`config.mk`:
```
export PLATFORM = sky130hd
export DESIGN_NAME = if_fetch_stage
export DESIGN_NICKNAME = d
export VERILOG_FILES = /design/src/rtl/if_fetch_stage_pkg.sv /design/src/rtl/if_fetch_stage_if_id_reg.sv /design/src/rtl/if_fetch_stage.sv
export SDC_FILE = /design/constraint.sdc
export NUM_CORES = 1
export LEC_CHECK = 0
export ABC_AREA = 1
export CELL_PAD_IN_SITES_DETAIL_PLACEMENT = 1
export CELL_PAD_IN_SITES_GLOBAL_PLACEMENT = 1
export CORE_UTILIZATION = 35
export DETAILED_ROUTE_END_ITERATION = 10
export GPL_ROUTABILITY_DRIVEN = 0
export PLACE_DENSITY_LB_ADDON = 0.12
export SETUP_SLACK_MARGIN = 0.02
export SKIP_CTS_REPAIR_TIMING = 1
export SYNTH_ARGS = -nofsm -noshare
export SYNTH_HDL_FRONTEND = slang
export SYNTH_SLANG_ARGS = --single-unit
```
`constraint.sdc`:
```
create_clock -name clk -period 5.3 [get_ports clk]
set_input_delay 0.53 -clock clk [delete_from_list [all_inputs] [get_ports clk]]
set_output_delay 0.53 -clock clk [all_outputs]
set_load 0.01 [all_outputs]
```
`src/rtl/if_fetch_stage_pkg.sv`:
```
// Shared types and constants for the instruction-fetch stage.
// Holds the fetch FSM encoding, the IF/ID bundle and the PC helper.
package if_fetch_stage_pkg;

    localparam logic [31:0] NOP_WORD = 32'h0000_0000;

    typedef enum logic [1:0] {
        FS_FETCH = 2'd0,
        FS_HOLD  = 2'd1,
        FS_DRAIN = 2'd2
    } fstate_t;

    typedef struct packed {
        logic [31:0] instr;
        logic [31:0] pc4;
    } if_id_t;

    // Word-aligned increment; wraps modulo 2^32.
    function automatic logic [31:0] pc_plus4(input logic [31:0] pc);
        return {pc[31:2] + 30'd1, 2'b00};
    endfunction

endpackage

```
`src/rtl/if_fetch_stage_if_id_reg.sv`:
```
// IF/ID pipeline register: hold, flush-to-NOP and async reset.
// Flush only replaces the instruction; the pc4 field keeps its value.
module if_id_reg
    import if_fetch_stage_pkg::*;
#(
    parameter logic [31:0] NOP_INSTR = NOP_WORD
) (
    input  logic   clk,
    input  logic   rst,
    input  logic   load,
    input  logic   flush,
    input  if_id_t d,
    output if_id_t q
);

    // Flush beats load; neither means hold.
    always_ff @(posedge clk or posedge rst) begin
        if (rst) begin
            q.instr <= NOP_INSTR;
            q.pc4   <= '0;
        end else if (flush) begin
            q.instr <= NOP_INSTR;
        end else if (load) begin
            q <= d;
        end
    end

endmodule

```
`src/rtl/if_fetch_stage.sv`:
```
// Instruction-fetch stage with req/ack imem handshake and IF/ID register.
// Redirect beats stall beats ack; an issued request is always drained.
module if_fetch_stage
    import if_fetch_stage_pkg::*;
#(
    parameter logic [31:0] RESET_PC  = 32'h0000_0000,
    parameter logic [31:0] NOP_INSTR = NOP_WORD
) (
    input  logic        clk,
    input  logic        rst,
    output logic        imem_req,
    output logic [31:0] imem_addr,
    input  logic        imem_ack,
    input  logic [31:0] imem_rdata,
    input  logic        stall,
    input  logic        redirect,
    input  logic [31:0] redirect_pc,
    output logic [31:0] if_instr,
    output logic [31:0] id_instr,
    output logic [31:0] id_pc4
);

    fstate_t     state;
    fstate_t     state_nxt;
    logic [31:0] pc;
    logic [31:0] pc_nxt;
    logic [31:0] req_addr;
    logic [31:0] req_nxt;
    logic [31:0] hold_word;
    logic [31:0] hold_nxt;
    logic [31:0] target;
    logic [31:0] pc_inc;
    logic        ld;
    logic        fl;
    if_id_t      ifid_d;
    if_id_t      ifid_q;

    assign target = {redirect_pc[31:2], 2'b00};
    assign pc_inc = pc_plus4(pc);

    // State register.
    always_ff @(posedge clk or posedge rst) begin
        if (rst) state <= FS_FETCH;
        else     state <= state_nxt;
    end

    // Next-state: redirect, then stall, then ack.
    always_comb begin
        state_nxt = state;
        case (state)
            FS_FETCH: begin
                if (redirect)
                    state_nxt = imem_ack ? FS_FETCH : FS_DRAIN;
                else if (stall && imem_ack)
                    state_nxt = FS_HOLD;
            end
            FS_HOLD: begin
                if (redirect || !stall)
                    state_nxt = FS_FETCH;
            end
            FS_DRAIN: begin
                if (imem_ack)
                    state_nxt = FS_FETCH;
            end
            default: state_nxt = FS_FETCH;
        endcase
    end

    // Outputs and datapath next values per state.
    always_comb begin
        imem_req = 1'b1;
        if_instr = NOP_INSTR;
        ld       = 1'b0;
        fl       = 1'b0;
        ifid_d   = '{instr: imem_rdata, pc4: pc_inc};
        pc_nxt   = pc;
        req_nxt  = req_addr;
        hold_nxt = hold_word;
        case (state)
            FS_FETCH: begin
                if (imem_ack && !redirect)
                    if_instr = imem_rdata;
                if (redirect) begin
                    pc_nxt = target;
                    fl     = 1'b1;
                    if (imem_ack)
                        req_nxt = target;
                end else if (stall) begin
                    if (imem_ack)
                        hold_nxt = imem_rdata;
                end else if (imem_ack) begin
                    ld      = 1'b1;
                    pc_nxt  = pc_inc;
                    req_nxt = pc_inc;
                end else begin
                    fl = 1'b1;
                end
            end
            FS_HOLD: begin
                imem_req = 1'b0;
                if_instr = hold_word;
                ifid_d   = '{instr: hold_word, pc4: pc_inc};
                if (redirect) begin
                    pc_nxt  = target;
                    req_nxt = target;
                    fl      = 1'b1;
                end else if (!stall) begin
                    ld      = 1'b1;
                    pc_nxt  = pc_inc;
                    req_nxt = pc_inc;
                end
            end
            FS_DRAIN: begin
                if (redirect)
                    pc_nxt = target;
                if (redirect || !stall)
                    fl = 1'b1;
                if (imem_ack)
                    req_nxt = redirect ? target : pc;
            end
            default: begin
                imem_req = 1'b0;
            end
        endcase
    end

    // PC, request address and the stalled-response buffer.
    always_ff @(posedge clk or posedge rst) begin
        if (rst) begin
            pc        <= {RESET_PC[31:2], 2'b00};
            req_addr  <= {RESET_PC[31:2], 2'b00};
            hold_word <= '0;
        end else begin
            pc        <= pc_nxt;
            req_addr  <= req_nxt;
            hold_word <= hold_nxt;
        end
    end

    assign imem_addr = req_addr;

    if_id_reg #(
        .NOP_INSTR (NOP_INSTR)
    ) u_if_id (
        .clk   (clk),
        .rst   (rst),
        .load  (ld),
        .flush (fl),
        .d     (ifid_d),
        .q     (ifid_q)
    );

    assign id_instr = ifid_q.instr;
    assign id_pc4   = ifid_q.pc4;

endmodule

```
==> flow_metrics.env, run 1 <==
export IMPL_status="finished with violations"
export IMPL_failed_checks="design-rule violations"
export IMPL_cts_tree="yes"
export IMPL_yosysTopAreaCell="dfrtp_1"
export IMPL_crit_slowest_cell="nand2_1"
export IMPL_dr_pass1_iters=9
export IMPL_cts_htree_levels=4
export IMPL_tightest_slew_ps=1170
export IMPL_area_growth_pct=34.6
export IMPL_synth_compound_area_frac=0.139
export IMPL_finish_instance_area_um2=10700
export IMPL_cts_clk_slew_worst_paths_ps=60
export IMPL_drive_gt1_frac=0.0431
export IMPL_synth_top_family_by_area="simple AND/OR/NAND/NOR gates"
export IMPL_placedInstanceArea_um2=10100
export IMPL_syn_area_um2=7940
export IMPL_clock_sinks=160
export IMPL_nets=1311
export IMPL_slew_viol_final=0
export IMPL_power_total_mw=4.18
export IMPL_overflow=0
export IMPL_cap_violations=0
export IMPL_routedWlPerCell_um=17.1
export IMPL_drt_vias_per_instance=4.98
export IMPL_antenna_found_initial=1
export IMPL_ir_drop_uv=207
export IMPL_synthTopCellsByArea="dfrtp_1 (50%), nand2_1 (22%), o21ai_0 (11%)"
export IMPL_whs_path_depth=2
export IMPL_ios=198
export IMPL_core_area_um2=22000
export IMPL_arrival_ps=3240
export IMPL_start_util=0.360
export IMPL_synth_simple_area_share=0.277
export IMPL_rsz0062_at_grt="no"
export IMPL_drc_errors=12
export IMPL_grt_pass1_vias=7912
export IMPL_synth_area_per_cell_um2=7.41
export IMPL_end_kind="output port"
export IMPL_crit_type="in -> out"
export IMPL_grt_pass1_wl_um=42500
export IMPL_r2r_start="state[0]"
export IMPL_synthMostInstantiatedCell="nand2_1"
export IMPL_die_h_um=153
export IMPL_grt_usage=0.233
export IMPL_synth_seq_cells=160
export IMPL_r2r_slack_ps=2600
export IMPL_wl_um=26200
export IMPL_die_w_um=153
export IMPL_p_leak_nw=5.09
export IMPL_final_setup_tns_ps=0
export IMPL_worstHoldEndpoint="u_if_id.q[28]"
export IMPL_die_area_um2=23300
export IMPL_ant_nets=0
export IMPL_cts_buffers=17
export IMPL_critPathLaunch="redirect"
export IMPL_p_per_area_nw_per_um2=391
export IMPL_fin_crit_ps=3770
export IMPL_final_period_utilization=0.711
export IMPL_hp_class="reg -> reg"
export IMPL_skew_ps=19.9
export IMPL_fin_cells=1535
export IMPL_drtIter0Drc=324
export IMPL_relSlewSlack=0.216
export IMPL_critPathLaunchType="input pin"
export IMPL_crit_chain="clkdlybuf4s50_1, buf_4, nor2_1, nand2_1, o21ai_0, clkdlybuf4s50_1"
export IMPL_cts_max_path_buffers=2
export IMPL_grt_max_degree=80
export IMPL_seq_area_frac_synth=0.504
export IMPL_netlist_top_cells_count="nand2_1 (461), o21ai_0 (169), dfrtp_1 (160)"
export IMPL_synth_warnings=0
export IMPL_dp_cells=1502
export IMPL_hpwlAfterDp_um=17600
export IMPL_yosysTopAreaCellShare=0.504
export IMPL_synthAdderAreaFrac=0.00158
export IMPL_syn_inst=1071
export IMPL_synth_main_ff_cell="dfrtp_1"
export IMPL_r2r_end="imem_addr[1]"
export IMPL_hold_ws_ps=481
export IMPL_clk_latency_ps=440
export IMPL_synth_xor_area_frac=0.0121
export IMPL_hold_viol=0
export IMPL_cp_slowest_stage_delay_ps=640
export IMPL_finalSetupViolCount=0
export IMPL_vias=7648
export IMPL_fmax_mhz=265
export IMPL_synth_async_sr_flop_share=1.00
export IMPL_io_buffers=193
export IMPL_crit_top_cell="clkdlybuf4s50_1"
export IMPL_critPathMaxFanout=32
export IMPL_synth_edff_count=0
export IMPL_root_buffer="clkbuf_16"
export IMPL_core_rowCount=54
export IMPL_rr_worst_depth=8
export IMPL_yosysUniqueCellTypes=28
export IMPL_synthMuxAreaShare=0
export IMPL_worstHoldStart="u_if_id.q[28]"
export IMPL_critPathRequiredTime_ps=4770
==> worst max-delay path, delay by kind of cell <==
kind	cells	cell delay, ps
buf+inv	3	1270
simple gates	2	870
compound gates	1	550
==> routing by layer <==
layer | vias to the layer above | track usage | part of all wire
li1 | 3744 | - | -
met1 | 3714 | 0.288 | 0.45
met2 | 163 | 0.394 | 0.48
met3 | 27 | 0.0666 | 0.058
met4 | 0 | 0.0654 | 0.014
met5 | - | 0 | 0
==> where the power goes <==
| part | switching [mW] | leakage (nW) | internal (mW) |
|---|---|---|---|
| Clock | 0.558 | 0.282 | 0.696 |
| Combinational | 0.632 | 2.76 | 0.557 |
| Sequential | 0.227 | 2.05 | 1.51 |
| Total | 1.42 | 5.09 | 2.76 |
==> cell families after synthesis <==
group / Yosys count
compound gates: 205
xor+xnor: 11
fa+ha+maj: 1
buf+inv: 130
flops: 160
other cells: 1
simple gates: 563
==> how the worst max path moves through the flow <==
stage | endpoint | slack [ps] | depth (start not counted)
final | if_instr[13] | 1530 | 6
after global routing | if_instr[13] | 1380 | 6
after CTS | if_instr[13] | 1460 | 6
after detailed placement | if_instr[13] | 1480 | 6
after global placement | if_instr[13] | 1540 | 6
after floorplan | hold_word[0] | 450 | 1
==> registers in the layout, summed over array words and instances (netlist names) <==
register   flops
u_if_id.q     62
imem_addr     32
pc            32
hold_word     32
state          2
==> cell usage in the layout, fill, tap and decap left out, drive strengths merged, types with 4 or more instances in the layout <==
| cell type | n |
|---|---|
| inv | 81 |
| xnor2 | 4 |
| clkdlybuf4s50 | 193 |
| buf | 9 |
| nor2 | 54 |
| clkbuf | 20 |
| dfrtp | 160 |
| nand2 | 461 |
| o21a | 4 |
| o21ai | 173 |
| clkinv | 5 |
| a22oi | 22 |
| xor2 | 7 |
| nand3 | 42 |
==> final cells by class <==
type	count	area, um^2
tap	280	350
sequential	160	4000
multi-input combinational	782	3440
antenna	1	2.50
timing repair buffer	202	2000
fill	2724	11300
inverter	78	298
clock inverter	12	125
clock buffer	20	467
==> through the flow <==
step | util | setup slack [ps]
final | 0.485 | 1530
after global routing | 0.485 | 1380
after floorplan | - | 450
after detailed placement | 0.458 | 1480
after CTS | 0.485 | 1460
after global placement | 0.458 | 1540
Note: power is estimated with default switching activity, not from simulation.
==> run 2: changes to the inputs <==
clock period = 3.79 ns   (was 5.3 ns; I/O delays follow)
==> run 2 against run 1 <==
Net effect:
- the flow now finishes without violations
- power increased by 40%
- critical path depth decreased by 1
- core utilization increased by 0.35 points
- sequential share of layout area decreased by 0.27 points
- clock power increased by 41%
- critical path type is now reg -> out
- largest cell class unchanged
- largest power group unchanged
- highest routed layer is now met5
==> flow_metrics.env, run 2 (synthesis results as in run 1) <==
export IMPL_status="finished clean"
export IMPL_cts_htree_levels=4
export IMPL_dp_cells=1509
export IMPL_routedWlPerCell_um=17.0
export IMPL_register_area_um2=4000
export IMPL_largest_reg_flops=62
export IMPL_finalSetupViolCount=0
export IMPL_grt_max_degree=66
export IMPL_ant_nets=0
export IMPL_seq_power_share=0.414
export IMPL_clock_sinks=160
export IMPL_grt_usage=0.232
export IMPL_drive_gt1_frac=0.0476
export IMPL_end_kind="output port"
export IMPL_area_growth_pct=35.6
export IMPL_fin_crit_ps=2830
export IMPL_root_buffer="clkbuf_16"
export IMPL_hpwlAfterDp_um=17900
export IMPL_largest_register="u_if_id.q"
export IMPL_comb_power_share=0.286
export IMPL_rsz0062_at_grt="no"
export IMPL_cts_max_path_buffers=2
export IMPL_cts_tree="yes"
export IMPL_start_util=0.360
export IMPL_num_fill_cells=2740
export IMPL_wl_um=26200
export IMPL_tightest_slew_ps=1060
export IMPL_io_buffers=193
export IMPL_ios=198
export IMPL_die_area_um2=23300
export IMPL_relSlewSlack=0.290
export IMPL_drc_errors=0
export IMPL_critPathLaunchType="flip-flop"
export IMPL_hold_ws_ps=385
export IMPL_fmax_mhz=353
export IMPL_core_area_um2=22000
export IMPL_crit_type="reg -> out"
export IMPL_p_switching_mw=1.96
export IMPL_p_per_area_nw_per_um2=545
export IMPL_slew_viol_final=0
export IMPL_grt_pass1_vias=8031
export IMPL_n_antenna_cell=0
export IMPL_cts_clk_slew_worst_paths_ps=70
export IMPL_antenna_found_initial=1
export IMPL_final_setup_tns_ps=0
export IMPL_switching_share=0.335
export IMPL_dr_pass1_iters=9
export IMPL_overflow=0
export IMPL_hold_viol=0
export IMPL_clk_latency_ps=420
export IMPL_setup_ws_ps=961
export IMPL_final_cell_mix="nand2_1 (461), clkdlybuf4s50_1 (193), o21ai_0 (169), dfrtp_1 (160), inv_1 (71)"
export IMPL_fin_cells=1541
export IMPL_critPathRequiredTime_ps=3410
export IMPL_final_core_util=0.489
export IMPL_drtIter0Drc=343
export IMPL_cap_violations=0
export IMPL_core_rowCount=54
export IMPL_power_total_mw=5.86
export IMPL_place_ws_ps=836
export IMPL_grt_pass1_wl_um=42900
export IMPL_critPathMaxFanout=65
export IMPL_nets=1318
export IMPL_die_w_um=153
export IMPL_cts_buffers=17
export IMPL_skew_ps=12.7
export IMPL_multi_input_area_um2=3440
export IMPL_ir_drop_uv=294
export IMPL_drt_vias_per_instance=5.00
export IMPL_final_period_utilization=0.747
export IMPL_finish_instance_area_um2=10800
export IMPL_p_leak_nw=5.14
export IMPL_p_clk_frac=0.300
export IMPL_intPower_mw=3.90
export IMPL_placedInstanceArea_um2=10200
export IMPL_mostFrequentLayoutCell="nand2_1"
export IMPL_die_h_um=153
export IMPL_arrival_ps=2450
export IMPL_vias=7699
export IMPL_hp_class="in -> async"
-- run 2: power by group through the flow --
stage          Clock [mW]  Sequential [mW]  Combinational, mW
2_1_floorplan           0             2.49              0.734
3_3_place_gp            0             2.44               1.65
3_5_place_dp            0             2.45               1.69
4_1_cts              1.79             2.43               1.70
5_1_grt              1.88             2.49               1.86
6_report             1.76             2.43               1.68
-- run 2: area by class of cell --
class                   instances  area share
clock buffers                  19      0.0412
clock inverters                13      0.0141
inverters                      78      0.0276
multi-input cells             782       0.320
flip-flops and latches        160       0.372
well taps                     280      0.0326
repair buffers                209       0.193
-- run 2: worst paths after layout --
| path | start | slack, ps | endpoint | depth (start not counted) |
|---|---|---|---|---|
| max | state[1] | 960 | if_instr[30] | 5 |
| min | rst | 380 | pc[0] | 2 |
| max reg2reg | state[1] | 1240 | imem_addr[10] | 7 |
| min reg2reg | pc[1] | 480 | pc[1] | 2 |
| max in group asynchronous | rst | 2610 | imem_addr[19] | 3 |
| min in group clk | pc[1] | 480 | pc[1] | 2 |
-- run 2: layer usage --
layer  vias up  share of wire  global-route usage
met1      3757           0.43               0.282
met4         2         0.0075              0.0471
li1       3757              -                   -
met2       164           0.50               0.401
met3        19          0.064              0.0748
met5         -        0.00050                   0
-- run 2: critical path, stage by stage (launching register included) --
cell and delay, ps:
dfrtp_1 490, nor2_4 140, buf_4 510, nand2_1 140, o21ai_0 120, clkdlybuf4s50_1 620
